[src/rtl/descrack_pkg.sv]
// descrack_pkg: shared widths, field offsets, result entry type and round-robin pick helper
package descrack_pkg;
    localparam int VEC_W     = 160;
    localparam int MAX_CORES = 16;
    localparam int CT_LSB    = 0;
    localparam int CT_W      = 64;
    localparam int R_LSB     = 64;
    localparam int R_W       = 64;
    localparam int IN_T_LSB  = 128;
    localparam int IN_ID_LSB = 148;
    localparam int K_W       = 56;
    localparam int T_W       = 20;
    localparam int ID_W      = 12;
    localparam int TAG_W     = 8;
    localparam int OUT_K_LSB   = 0;
    localparam int OUT_T_LSB   = 64;
    localparam int OUT_ID_LSB  = 84;
    localparam int OUT_TAG_LSB = 96;

    typedef struct packed {
        logic [K_W-1:0]  k;
        logic [T_W-1:0]  t;
        logic [ID_W-1:0] id;
    } res_entry_t;

    function automatic logic [3:0] rr_pick(input logic [15:0] mask, input logic [3:0] ptr, input int n);
        logic [3:0] pick;
        logic found;
        int idx;
        pick = ptr;
        found = 1'b0;
        for (int k = 0; k < MAX_CORES; k++) begin
            idx = int'(ptr) + k;
            if (idx >= n) idx = idx - n;
            if (k < n && !found && mask[idx[3:0]]) begin
                pick = idx[3:0];
                found = 1'b1;
            end
        end
        return pick;
    endfunction
endpackage

[src/rtl/desc_res_buf.sv]
// desc_res_buf: per-core result FIFO that accepts a push while full if it is popped in the same cycle
module desc_res_buf
    import descrack_pkg::*;
#(
    parameter int DEPTH = 2
) (
    input  logic       clk,
    input  logic       rst,
    input  logic       push,
    input  res_entry_t din,
    input  logic       pop,
    output res_entry_t dout,
    output logic       nonempty,
    output logic       overflow
);
    localparam int AW = $clog2(DEPTH);
    localparam logic [AW:0] FULL = (AW + 1)'(DEPTH);

    res_entry_t mem [DEPTH];
    logic [AW-1:0] wp, rp;
    logic [AW:0] count;
    logic do_pop, do_push;

    assign nonempty = count != '0;
    assign do_pop = pop && nonempty;
    assign do_push = push && (count != FULL || do_pop);
    assign dout = mem[rp];

    always_ff @(posedge clk or posedge rst) begin
        if (rst) begin
            wp <= '0;
            rp <= '0;
            count <= '0;
            overflow <= 1'b0;
            for (int j = 0; j < DEPTH; j++) mem[j] <= '0;
        end else begin
            if (do_push) begin
                mem[wp] <= din;
                wp <= wp + 1'b1;
            end
            if (do_pop) rp <= rp + 1'b1;
            if (push && !do_push) overflow <= 1'b1;
            count <= count + {{AW{1'b0}}, do_push} - {{AW{1'b0}}, do_pop};
        end
    end
endmodule

[src/rtl/descrack_stream_array.sv]
// descrack_stream_array: round-robin work dispatch to NUM_CORES cores and tagged round-robin result merge
module descrack_stream_array
    import descrack_pkg::*;
#(
    parameter int NUM_CORES = 4,
    parameter int CORE_BASE = 0,
    parameter int CLKEN_DLY = 4,
    parameter int RES_DEPTH = 2
) (
    input  logic                    clk,
    input  logic                    rst,
    input  logic                    clken,
    output logic                    clken_o,
    input  logic [VEC_W-1:0]        in_vec,
    input  logic                    in_empty,
    output logic                    in_rd,
    output logic [VEC_W-1:0]        core_vec,
    input  logic [NUM_CORES-1:0]    core_req,
    output logic [NUM_CORES-1:0]    core_empty,
    input  logic [NUM_CORES-1:0]    core_rd,
    input  logic [56*NUM_CORES-1:0] res_k,
    input  logic [20*NUM_CORES-1:0] res_t,
    input  logic [12*NUM_CORES-1:0] res_id,
    input  logic [NUM_CORES-1:0]    res_wr,
    output logic [VEC_W-1:0]        out_vec,
    output logic                    out_wr,
    input  logic                    out_full,
    output logic [NUM_CORES-1:0]    overflow,
    output logic [31:0]             work_cnt,
    output logic [31:0]             res_cnt
);
    localparam logic [1:0] ST_EMPTY = 2'd0;
    localparam logic [1:0] ST_ARB   = 2'd1;
    localparam logic [1:0] ST_OFFER = 2'd2;
    localparam logic [3:0] LAST     = 4'(NUM_CORES - 1);

    logic [1:0] state;
    logic [3:0] g, wrr_ptr, rrr_ptr, pick;
    logic [VEC_W-1:0] hold;
    logic [15:0] req16, rd16, ne16, empty16;
    logic consume, arb_go, grant_now;
    logic [TAG_W-1:0] tag;
    res_entry_t bd [MAX_CORES];
    res_entry_t sel;
    logic [CLKEN_DLY-1:0] ck;
    logic [CLKEN_DLY:0] ck_nxt;

    assign ck_nxt = {ck, clken};
    assign clken_o = ck[CLKEN_DLY-1];

    always_ff @(posedge clk or posedge rst) begin
        if (rst) ck <= '0;
        else ck <= ck_nxt[CLKEN_DLY-1:0];
    end

    // Core-indexed vectors are widened to 16 bits so a 4-bit grant indexes them for any NUM_CORES
    assign req16 = 16'(core_req);
    assign rd16 = 16'(core_rd);
    assign consume = state == ST_OFFER && rd16[g];
    assign grant_now = state == ST_ARB && req16 != 16'd0;
    assign in_rd = !rst && !in_empty && (state == ST_EMPTY || consume);
    assign core_vec = hold;
    assign empty16 = ~((state == ST_OFFER) ? 16'd1 << g : 16'd0);
    assign core_empty = empty16[NUM_CORES-1:0];

    always_ff @(posedge clk or posedge rst) begin
        if (rst) begin
            state <= ST_EMPTY;
            g <= '0;
            wrr_ptr <= '0;
            hold <= '0;
            work_cnt <= '0;
        end else begin
            if (in_rd) hold <= in_vec;
            if (grant_now) g <= rr_pick(req16, wrr_ptr, NUM_CORES);
            if (consume) begin
                wrr_ptr <= (g == LAST) ? 4'd0 : g + 4'd1;
                work_cnt <= work_cnt + 32'd1;
            end
            state <= in_rd ? ST_ARB : consume ? ST_EMPTY : grant_now ? ST_OFFER : state;
        end
    end

    for (genvar i = 0; i < MAX_CORES; i++) begin : g_buf
        if (i < NUM_CORES) begin : g_on
            desc_res_buf #(.DEPTH(RES_DEPTH)) u_buf (
                .clk      (clk),
                .rst      (rst),
                .push     (res_wr[i]),
                .din      ({res_k[56*i +: 56], res_t[20*i +: 20], res_id[12*i +: 12]}),
                .pop      (arb_go && pick == 4'(i)),
                .dout     (bd[i]),
                .nonempty (ne16[i]),
                .overflow (overflow[i])
            );
        end else begin : g_off
            assign bd[i] = '0;
            assign ne16[i] = 1'b0;
        end
    end

    assign pick = rr_pick(ne16, rrr_ptr, NUM_CORES);
    assign arb_go = ne16 != 16'd0 && !out_full;
    assign sel = bd[pick];
    assign tag = TAG_W'(CORE_BASE) + {4'd0, pick};

    always_ff @(posedge clk or posedge rst) begin
        if (rst) begin
            out_wr <= 1'b0;
            out_vec <= '0;
            rrr_ptr <= '0;
            res_cnt <= '0;
        end else begin
            out_wr <= arb_go;
            if (arb_go) begin
                out_vec <= {56'd0, tag, sel.id, sel.t, 8'd0, sel.k};
                rrr_ptr <= (pick == LAST) ? 4'd0 : pick + 4'd1;
                res_cnt <= res_cnt + 32'd1;
            end
        end
    end
endmodule

[config.mk]
export PLATFORM = sky130hd
export DESIGN_NAME = descrack_stream_array
export DESIGN_NICKNAME = d
export VERILOG_FILES = /design/src/rtl/descrack_pkg.sv /design/src/rtl/desc_res_buf.sv /design/src/rtl/descrack_stream_array.sv
export SDC_FILE = /design/constraint.sdc
export NUM_CORES = 2
export LEC_CHECK = 0
export ABC_AREA = 1
export BUFFER_PORTS_ARGS = -buffer_cell sky130_fd_sc_hd__buf_2
export CAP_MARGIN = 20
export CORE_AREA = 2 2 363 365
export DETAILED_ROUTE_END_ITERATION = 8
export DIE_AREA = 0 0 365 367
export SETUP_SLACK_MARGIN = 0.4
export SYNTH_ARGS = -nofsm -noshare
export SYNTH_HDL_FRONTEND = slang
export SYNTH_SLANG_ARGS = --single-unit
[constraint.sdc]
create_clock -name clk -period 48.1 [get_ports clk]
set_clock_uncertainty 0.15 [all_clocks]
set_input_delay 9.62 -clock clk [delete_from_list [all_inputs] [get_ports clk]]
set_output_delay 9.62 -clock clk [all_outputs]
set_load 0.05 [all_outputs]
==> metrics.cfg <==
[worst_setup_path]
slowest_delay_ns=0.57
crit_path_top_delay_cell=inv_4
r2r_start=rrr_ptr[0]
crit_type=input pin to output port
critPathCapture=in_rd
startpoint_type=input pin
rr_worst_depth=23
cp_cell_sequence=buf_2, o21ai_0, o22ai_1, nand2_1, o21ai_0, nand3_4, inv_4, buf_2
r2r-end=g_buf[3].g_on.u_buf.mem[35]
crit_arrival_ns=11.70
cp_data_required_time_ns=38.33
reg2reg_setup_slack_ns=40.67
critPathMaxFanout=75
critPathCaptureType=output port
crit_start=core_rd[2]

[synth]
synth-edff-count=0
ys.flop_type=dfrtp_1
synthSimpleGateAreaFrac_pct=36.5
synth_top_family_by_area=simple AND/OR/NAND/NOR gates
synth_area_per_cell_um2=8.05
synthXorXnorAreaFrac_pct=1.33
ys_ff_latch=1059
synth_fa_ha_area_share_pct=0.940
synthArstFlopShare_pct=100
ys_warn_count=0
synth_mux_area_share_pct=3.39
ys_seq_area_share_pct=51.1
netlist_instances=6447
synth_compound_area_share_pct=0.518
synth_cell_types=43
synth_area_um2=51900

[clock_network]
ctsHoldBuffers=0
clock_path_buffers=3
cts-root-buf=clkbuf_16
cts_setup_buffers=0
cts.htree.levels=3
cts_num_sinks=1059
clk_latency_ns=0.73
clkTransAtPathRegs_ns=0.06
cts_tree=built
cts_resized=0
numCtsBuffers=118

[routing]
routed_wl_um=190000
via_per_inst=5.38
avgRoutedWirePerCell_um=21.4
vias=47800
drtPass1Iterations=6
ant_nets=0
drt-initial-drc-count=4725
drc=0

[global_route]
grt_antenna_before_repair=88
grtUsageTotal_pct=27.6
first_global_vias=44300
overflow=0
grt_pass1_wl_um=284000
grt_start_max_net_pins=138

[floorplan]
dieWidth_um=365
die_area_um2=134000
row_count=133
io_pins=924
die_y_um=367
fp.coreArea_um2=130000
start_util_pct=39.8

[sta]
final_hold_viol_count=0
layout_worst_path_cycle_share_pct=44.6
setup-violations-final=0
rsz0062_at_grt=no
slew_violations=0
finalCriticalPeriod_ns=21.47
slew_headroom_pct=26.0
worstMarginPinSlew_ns=1.11
max_freq_ghz=0.0466
tns_ns=0

[run_status]
status=completed

[place]
portBuffers=855
gp_congestion=0.911
place_hpwl_um=124000

[min_path]
worstHoldStart=ck[0]
worst_hold_path_type=flip-flop to flip-flop

[finish]
drive_gt1_share_pct=16.6
final_common_cell=nand2_1
synthToLayoutAreaGrowth_pct=17.0
layout.nets=7548
final_cell_mix=nand2_1, dfrtp_1, buf_2

[run]
cap_violations=0

cells by family (layout without fill, tap and decap cells):
group	Yosys count	in the layout
AND/OR/NAND/NOR	4372	4372
flip-flops	1059	1059
AO/OA/AOI/OAI	44	44
adder cells (fa/ha/maj)	39	39
other	1	126
multiplexers	176	176
XOR/XNOR	78	78
buffers and inverters	678	1238
area by class of cell:
class	instances	area, um^2
clock inverters	44	541
inverters	105	417
flip-flops and latches	1059	26500
repair buffers	919	4820
diodes	58	145
multi-input cells	4777	22600
clock buffers	170	3480
fillers	13200	69800
well taps	1755	2200
critical path: cells and delay by family:
family | cells | cell delay (ns)
simple gates | 2 | 0.47
compound gates | 3 | 0.52
buf+inv | 3 | 1.04
cell usage after synthesis, types with 2 or more instances:
library cell     n  area share (%)
nand2_2          7           0.084
inv_4            2           0.024
o21ai_0         25            0.24
nor2_1          63            0.46
a21oi_1          5           0.048
inv_1           91            0.66
nand3_1        402             3.9
nand4_1        725             8.7
xnor2_1         35            0.59
buf_1          102            0.74
xor2_1          42            0.71
buf_6           16            0.35
buf_4          102             1.5
nor4_1           7           0.084
ha_1            39            0.94
mux2i_1        176             3.4
nand2_4          3           0.065
nor2_2           4           0.048
o22ai_1          2           0.024
o21bai_1         2           0.029
nand2_1       3130              23
inv_2           12           0.087
nand3_2         11            0.21
clkbuf_1       201             1.5
a31o_2           3           0.051
nor3_1          14            0.14
dfrtp_1       1059              51
buf_2          152             1.5
layer usage:
| layer | part of all wire (%) | vias to the layer above | track usage (%) |
|---|---|---|---|
| li1 | - | 22200 | - |
| met1 | 42 | 23200 | 37.7 |
| met2 | 45 | 2052 | 41.8 |
| met3 | 8.7 | 335 | 6.13 |
| met4 | 4.3 | 24 | 12.8 |
| met5 | 0.081 | - | 0 |
flip-flops by register name, summed over array words and instances, names as in the netlist:
signal and cells:
res_cnt 32, g_buf.g_on.u_buf.overflow 4, g_buf.g_on.u_buf.count 8, rrr_ptr 4, work_cnt 32, core_vec 160
ck 4, g_buf.g_on.u_buf.wp 4, wrr_ptr 4, state 2, g 4, g_buf.g_on.u_buf.mem 704
g_buf.g_on.u_buf.rp 4, out_vec 92, out_wr 1
worst min path at each step:
stage | to | cells past startpoint
2_1_floorplan | ck[1] | 0
3_3_place_gp | ck[2] | 0
3_5_place_dp | ck[1] | 0
4_1_cts | ck[1] | 0
5_1_grt | ck[1] | 0
6_report | ck[1] | 0
metrics by stage:
step | std cells | util [%] | setup slack (ns) | area, um^2 | hold slack [ns]
floorplan | 6514 | - | 0.660 | 52100 | 0.181
global placement | 8614 | 43.3 | 26.68 | 56500 | 0.188
detailed placement | 8614 | 43.3 | 26.64 | 56500 | 0.187
CTS | 8828 | 46.4 | 26.64 | 60500 | 0.194
global route | 8874 | 46.5 | 26.42 | 60700 | 0.194
finish | 8887 | 46.5 | 26.63 | 60700 | 0.189
Power is left out: the tool's default activity adds up to more than one toggle a clock period on the data nets, which glitch-free logic cannot reach.
